### config.mk
export PLATFORM = sky130hd
export DESIGN_NAME = uart_rx_channel
export DESIGN_NICKNAME = d
export VERILOG_FILES = /design/src/rtl/uart_rx_channel.sv
export SDC_FILE = /design/constraint.sdc
export NUM_CORES = 1
export LEC_CHECK = 0
export ABC_AREA = 1
export CORE_UTILIZATION = 30
export CTS_CLUSTER_SIZE = 25
export DETAILED_ROUTE_END_ITERATION = 6
export PLACE_DENSITY_LB_ADDON = 0.1
export SLEW_MARGIN = 5
export SYNTH_ARGS = -nofsm -noshare
export SYNTH_HDL_FRONTEND = slang
export SYNTH_SLANG_ARGS = --single-unit
### constraint.sdc
create_clock -name clk -period 3.4 [get_ports clk]
set_clock_uncertainty 0.05 [all_clocks]
set_input_delay 1.02 -clock clk [delete_from_list [all_inputs] [get_ports clk]]
set_output_delay 1.02 -clock clk [all_outputs]
set_load 0.01 [all_outputs]
### src/rtl/uart_rx_channel.sv
// uart_rx_channel: 8-N-1 UART receiver with footer-terminated packet deframer and 1-entry valid/ready output.
// Ports:
//   clk, rst_n       - clock, synchronous active-low reset
//   fpga_uart_rx     - async serial line, idle high
//   rx_data_out      - payload byte
//   rx_valid_out     - rx_data_out/rx_last_out valid
//   rx_last_out      - final payload byte of the packet
//   rx_ready_in      - consumer accepts the beat when high with rx_valid_out
//   rx_frame_err     - one-cycle pulse on a bad stop bit
//   rx_overflow      - sticky, set when a payload byte is dropped
module uart_rx_channel #(
  parameter int CLKS_PER_BIT = 1736,
  parameter logic [31:0] FOOTER_WORD = 32'hFFFFFFFF
) (
  input  logic       clk,
  input  logic       rst_n,
  input  logic       fpga_uart_rx,
  output logic [7:0] rx_data_out,
  output logic       rx_valid_out,
  output logic       rx_last_out,
  input  logic       rx_ready_in,
  output logic       rx_frame_err,
  output logic       rx_overflow
);
  localparam int CW = $clog2(CLKS_PER_BIT);
  localparam logic [CW-1:0] FULL = CW'(CLKS_PER_BIT - 1);
  localparam logic [CW-1:0] HALF = CW'(CLKS_PER_BIT / 2 - 1);
  typedef enum logic [1:0] {R_IDLE, R_START, R_DATA, R_STOP} state_t;
  state_t state_q, state_d;
  logic s1_q, s2_q;
  logic [CW-1:0] cnt_q, cnt_d;
  logic [2:0] bit_q, bit_d;
  logic [7:0] sh_q, sh_d;
  logic byte_stb, ferr;
  logic [7:0] win_q [0:4];
  logic [7:0] win_d [0:4];
  logic [7:0] ext [0:4];
  logic [2:0] wcnt_q, wcnt_d, n;
  logic [31:0] tail;
  logic match, emit, accept, load;
  logic [7:0] data_q, data_d;
  logic valid_q, valid_d, last_q, last_d, ovf_q, ovf_d, ferr_q;
  always_comb begin
    state_d = state_q;
    cnt_d = cnt_q + CW'(1);
    bit_d = bit_q;
    sh_d = sh_q;
    byte_stb = 1'b0;
    ferr = 1'b0;
    unique case (state_q)
      R_IDLE: begin
        cnt_d = '0;
        state_d = s2_q ? R_IDLE : R_START;
      end
      R_START: if (cnt_q == HALF) begin
        // Mid start bit: a line that has gone high again was only a glitch.
        cnt_d = '0;
        bit_d = 3'd0;
        state_d = s2_q ? R_IDLE : R_DATA;
      end
      R_DATA: if (cnt_q == FULL) begin
        cnt_d = '0;
        sh_d = {s2_q, sh_q[7:1]};
        bit_d = bit_q + 3'd1;
        state_d = (bit_q == 3'd7) ? R_STOP : R_DATA;
      end
      R_STOP: if (cnt_q == FULL) begin
        // Leave at mid stop bit so the next start edge is never missed.
        cnt_d = '0;
        state_d = R_IDLE;
        byte_stb = s2_q;
        ferr = ~s2_q;
      end
    endcase
  end
  // The window never holds more than four bytes between strobes: a fifth
  // arrival either completes a footer (oldest byte is last) or pushes the
  // oldest byte out as ordinary payload.
  always_comb begin
    for (int i = 0; i < 5; i++)
      ext[i] = (3'(i) < wcnt_q) ? win_q[i] : (3'(i) == wcnt_q ? sh_q : 8'h00);
    n = wcnt_q + 3'd1;
    tail = (n == 3'd5) ? {ext[4], ext[3], ext[2], ext[1]} : {ext[3], ext[2], ext[1], ext[0]};
    match = (n >= 3'd4) && (tail == FOOTER_WORD);
    emit = byte_stb && (n == 3'd5);
    win_d = win_q;
    wcnt_d = wcnt_q;
    if (ferr) wcnt_d = 3'd0;
    else if (byte_stb) begin
      if (match) wcnt_d = 3'd0;
      else if (n == 3'd5) begin
        for (int i = 0; i < 4; i++) win_d[i] = ext[i+1];
        win_d[4] = 8'h00;
        wcnt_d = 3'd4;
      end else begin
        win_d = ext;
        wcnt_d = n;
      end
    end
  end
  always_comb begin
    accept = valid_q & rx_ready_in;
    load = emit & (~valid_q | accept);
    valid_d = load | (valid_q & ~accept);
    data_d = load ? ext[0] : data_q;
    last_d = load ? match : last_q;
    ovf_d = ovf_q | (emit & ~load);
  end
  always_ff @(posedge clk) begin
    if (!rst_n) begin
      s1_q <= 1'b1;
      s2_q <= 1'b1;
      state_q <= R_IDLE;
      cnt_q <= '0;
      bit_q <= 3'd0;
      sh_q <= 8'h00;
      for (int i = 0; i < 5; i++) win_q[i] <= 8'h00;
      wcnt_q <= 3'd0;
      data_q <= 8'h00;
      valid_q <= 1'b0;
      last_q <= 1'b0;
      ovf_q <= 1'b0;
      ferr_q <= 1'b0;
    end else begin
      s1_q <= fpga_uart_rx;
      s2_q <= s1_q;
      state_q <= state_d;
      cnt_q <= cnt_d;
      bit_q <= bit_d;
      sh_q <= sh_d;
      win_q <= win_d;
      wcnt_q <= wcnt_d;
      data_q <= data_d;
      valid_q <= valid_d;
      last_q <= last_d;
      ovf_q <= ovf_d;
      ferr_q <= ferr;
    end
  end
  assign rx_data_out = data_q;
  assign rx_valid_out = valid_q;
  assign rx_last_out = last_q;
  assign rx_frame_err = ferr_q;
  assign rx_overflow = ovf_q;
endmodule

* Word level (Yosys, flattened, before mapping) *
Cells that the tools add are included.

word-level totals
  bits in registers = 81
  bits of input ports = 4
  output and inout port bits = 12
  word-level logic and storage cells = 97

cells by class
  add/sub/neg operators = 3
  magnitude comparators = 6
  eq/ne operators = 15
  muxes and demuxes = 31
  bitwise gates (word level) = 14
  reductions and logical operators = 11

operators by type and width
  cell                   count
  $mux 8                 10
  $mux 40                1
  $pmux 11 s3            1
  $eq 32x32->1 const B   1
  $mux 32                1
  $mux 11                2
  $mux 3                 4
  $add 11x1->11 const B  1
  $eq 11x10->1 const B   1
  $eq 11x11->1 const B   1
  $reduce_and 3->1       3
  $mux 2                 4
  $pmux 2 s4             1
  $not 1->1              7
  $add 3x1->3 const B    2
  $eq 2x3->1 const A     2
  $eq 3x3->1 const B     2
  $lt 1x3->1 const A     2
  $lt 2x3->1 const A     2
  $mux 1                 6
  $ne 2x2->1 const B     3
  $pmux 3 s2             1
  $and 1x1->1            4
  $eq 2x2->1 const B     2
  12 further kinds       16

* Logic depth before layout (Yosys ltp) *
  depth after elaboration = 8
  gate-level depth with buffers = 21
  depth with buffers taken out = 17

* Least setup slack after synthesis *
No wires, ideal clock.

  kind = register to register
  from = register wcnt_q[0]
  to = register win_q[32] in the netlist's numbering
  arrival = 2.375 ns
  setup slack = 0.862 ns
  stages on the path, launching flop included = 19
  path buffers = 5
  period minus slack after synthesis = 2.538 ns
  cell sequence = dfxtp_1 -> buf_2 -> inv_1 -> buf_2 -> ha_1 -> buf_2 -> nand2_1 -> nor2_1 -> nand2_1 -> nand3_1 -> nand3_1 -> nor2_1 -> nand2_1 -> nor2_1 -> nand3_2 -> buf_4 -> buf_6 -> a21oi_2 -> nor2_1

on the way
  word-level cells in the longest chain between the ends = 8
  elaborated cells on any way between the ends = 29

RTL lines
  item                                                                 line  RTL
  from (decl)                                                          38    logic [2:0] wcnt_q, wcnt_d, n;
  from (signal assigned)                                               132   wcnt_q <= wcnt_d;
  parallel branches: the longest is 8 deep, another holds $add 3x1->3  -
  to (signal assigned)                                                 131   win_q <= win_d;
  to (decl)                                                            35    logic [7:0] win_q [0:4];

Several ways; the timed one is not identified.
A chain may end at the register's enable or synchronous reset.

* Worst setup path in the final report *
  from = register wcnt_q[2]
  to = register win_q[8] in the netlist's numbering

Same word-level chain as after synthesis.

==> flow_summary_export.csv <==
group,metric,value,unit
synthesis,yosysTopAreaCell,"dfxtp_1",
synthesis,synthesis.instances,718,
clock_tree,clk_latency,0.35,ns
placement,dp_hpwl,9.032,mm
critical_path,arrival,3.31,ns
synthesis,synth_top_cell_area_share,0.3550,
clock_tree,clk_pin_slew,0.06,ns
floorplanning,die-height,125.4,µm
placement,place_inst,891,
layout,drive_above_1_share,0.07331,
synthesis,syn_area,4568,µm²
floorplanning,placementRows,44,
synthesis,synth-xor-area-share,0.01150,
sta,setup_viol,0,
routing,drt_wl_total,12.75,mm
floorplanning,die_w,125.4,µm
sta,worst_pin_slew,0.9262,ns
run,maxCapViolCount,0,
critical_path,path_cells,"inv_2 -> nand2_2 -> nand3_4 -> inv_2 -> buf_4 -> nand2_1 -> nand2_1 -> nand2_1 -> nor2_1 -> nand2_1 -> nor2_1 -> nand3_2 -> buf_4 -> nand3b_1 -> nand2_1 -> nor2_1",
synthesis,synthSimpleGateAreaFrac,0.4103,
layout,fillerInstances,1632,
critical_path,path_buf_inv,4,
placement,gp_congestion,0.8334,
synthesis,synth.avg_cell_area,6.362,µm²
critical_path,max_stage_delay,0.62,ns
synthesis,synth.area.mux_share,0,
sta,period_minus_slack,3.083,ns
global_routing,grt_pass1_wl,21.25,mm
synthesis,synth_compound_area_frac,0.1150,
sta,worst_slack,0.3168,ns
floorplanning,start_util,0.3108,
routing,dr.pass1.iters,6,
layout,num_antenna_cells,0,
floorplanning,core,14700,µm²
routing,wire_per_inst,14.06,µm
clock_tree,clockRootBuffer,"clkbuf_16",
layout,syn2layout_area_growth,12.41,%
sta,period_share,0.9068,
run_status,status,"completed",
sta,clock.fmax,0.3243,GHz
placement,placed_area,4830,µm²
global_routing,grt-ovfl-total,0,
synthesis,seq_area_frac_synth,0.3550,
synthesis,yosys-top-cells-area,"dfxtp_1 35%, nand2_1 20%, nor2_1 8.1%",
synthesis,syn-num-nets,728,
synthesis,synth_cell_types,38,
sta,max-slew-margin-rel,0.3798,
sta,tns,0,ns
critical_path,worst-setup-path-type,"flop to flop",
clock_tree,clockBufferDepth,2,
global_routing,grt_usage,0.1721,
clock_tree,ctsHoldBuffers,0,
pwr,p_per_area,403.5,nW/µm²
routing,vias,4335,
critical_path,required,3.63,ns
critical_path,path_delay_family,"simple AND/OR/NAND/NOR gates",
global_routing,grt_max_degree,57,
placement,preCtsSetupSlack,0.3407,ns
routing,ant_nets,0,
critical_path,crit_path_end_kind,"flop",
clock_tree,post_cts_buffers,0,
routing,vias_per_cell,4.779,
critical_path,critPathLaunchType,"flop",
sta,hold_viol,0,
clock_tree,cts_resized,0,
layout,stdcell_count,907,
global_routing,antenna_found_initial,0,
clock_tree,cts_num_sinks,81,
clock_tree,cts_tree,"built",
pwr,ir_worst_vdd,208.3,µV
critical_path,critPathMaxFanout,30,
sta,maxSlewViolCount,0,
floorplanning,die-area,15730,µm²
critical_path,slowest_stage,"dfxtp_1",
placement,port-buffer-count,15,
pwr,power_leakage,2.299,nW
synthesis,yosys.area_share.adder,0.01643,
floorplanning,ios,16,
critical_path,worst_path_most_repeated_cell,"nand2_1",
sta,grt_setup_unrepaired,"no",
synthesis,synth_top_family_by_area,"simple AND/OR/NAND/NOR gates",
worst_hold_path,min_path_type,"flop to flop",
synthesis,yosysWarnings,0,
global_routing,grt_pass1_vias,4178,
clock_tree,htree_levels,3,
clock_tree,cts_buffers,9,
synthesis,synth-seq-cells,81,
routing,drc,0,
routing,drt_iter0_markers,321,
layout,design_area,5135,µm²
layout,nNetsFinal,728,
## cells by family after synthesis
group	Yosys count
AOI/OAI and AO/OA	88
xor gates and xnor gates	6
adders and majority gates	6
buffers and inverters	93
DFF	81
and+or+nand+nor	444
## synth_stat cells
master    instances
dfxtp_1          81
xnor2_1           1
clkbuf_1         10
clkinv_1          1
a31oi_1          11
nor2_1           98
o41ai_1           1
o221ai_1          1
o31ai_1           1
nand3_4           1
nand3b_1          9
buf_1             3
a21oi_2          11
nor2_2            2
nand3_1          63
buf_2            14
nand3_2           1
o211a_1           1
nor3b_1           1
buf_6             4
o211ai_1          1
nand4_1          12
nor2_4            2
o21ai_1           7
nor3_1            3
a21oi_1          25
buf_4             6
xor2_1            5
inv_2             3
o21ai_0          24
a211oi_1          1
nand2_2           4
or2_2             2
and2_1            1
o21a_1            4
inv_1            52
nand2_1         245
ha_1              6
## metrics by stage
step | power (mW) | util | hold slack, ns
finish | 2.072 | 0.3493 | 0.3628
floorplan | 1.052 | - | 0.3425
CTS | 2.102 | 0.3493 | 0.3693
detailed placement | 1.077 | 0.3286 | 0.3580
global placement | 1.073 | 0.3286 | 0.3568
global route | 2.154 | 0.3493 | 0.3985
## path summary, 6_finish.rpt
| path | startpoint | end | slack, ns | depth (start not counted) |
|---|---|---|---|---|
| max | wcnt_q[2] | win_q[8] | 0.32 | 16 |
| max reg2reg | wcnt_q[2] | win_q[8] | 0.32 | 16 |
| min | s1_q | s2_q | 0.36 | 1 |
| min reg2reg | s1_q | s2_q | 0.36 | 1 |
## power breakdown
part / internal [mW] / total (mW) / switching [mW]
clock network: 0.593 / 1.02 / 0.423
logic: 0.0242 / 0.0821 / 0.0578
registers: 0.960 / 0.973 / 0.0127
## layer usage
layer / up-vias / track usage / wire length (µm)
met2: 50 / 0.2783 / 5635
met3: 14 / 0.02696 / 358
li1: 2303 / - / -
met4: 0 / 0.06456 / 195
met5: - / 0 / 0
met1: 1968 / 0.2304 / 6560
## cell usage in the layout, fill, tap and decap left out, drive strengths merged, types with 2 or more instances in the layout
master / count
xor2: 5
nand2: 249
clkinv: 2
nor2: 102
dfxtp: 81
clkdlybuf4s50: 14
buf: 12
o21a: 4
clkbuf: 11
ha: 6
or2: 2
nor3: 3
clkinvlp: 2
a31oi: 11
nand3b: 9
o21ai: 31
inv: 56
nand4: 12
a21oi: 36
nand3: 65
## state kept, by name, indices dropped and copies added, names as in the netlist, named ones only
register and count:
s1_q 1, wcnt_q 3, rx_last_out 1, win_q 40, rx_valid_out 1, cnt_q 11
rx_data_out 8, rx_frame_err 1, state_q 1, bit_q 3, rx_overflow 1, sh_q 8
s2_q 1
## cell type report
| class | count | area, µm² | area share |
|---|---|---|---|
| clock buffer | 11 | 242.7 | 0.04727 |
| timing repair buffer | 26 | 240.2 | 0.04678 |
| clock inverter | 5 | 62.56 | 0.01218 |
| tap | 184 | 230.2 | 0.04483 |
| inverter | 56 | 210.2 | 0.04094 |
| multi-input combinational | 544 | 2527 | 0.4922 |
| sequential | 81 | 1622 | 0.3158 |
## worst register-to-register path, stage by stage (launching register included)
cell      delay [ns]
dfxtp_1         0.62
inv_2           0.18
nand2_2         0.13
nand3_4         0.12
inv_2           0.25
buf_4           0.28
nand2_1         0.11
nand2_1         0.11
nand2_1         0.06
nor2_1          0.10
nand2_1         0.07
nor2_1          0.23
nand3_2         0.14
buf_4           0.27
nand3b_1        0.15
nand2_1         0.06
nor2_1          0.10
Power figures use the tool's default switching activity.
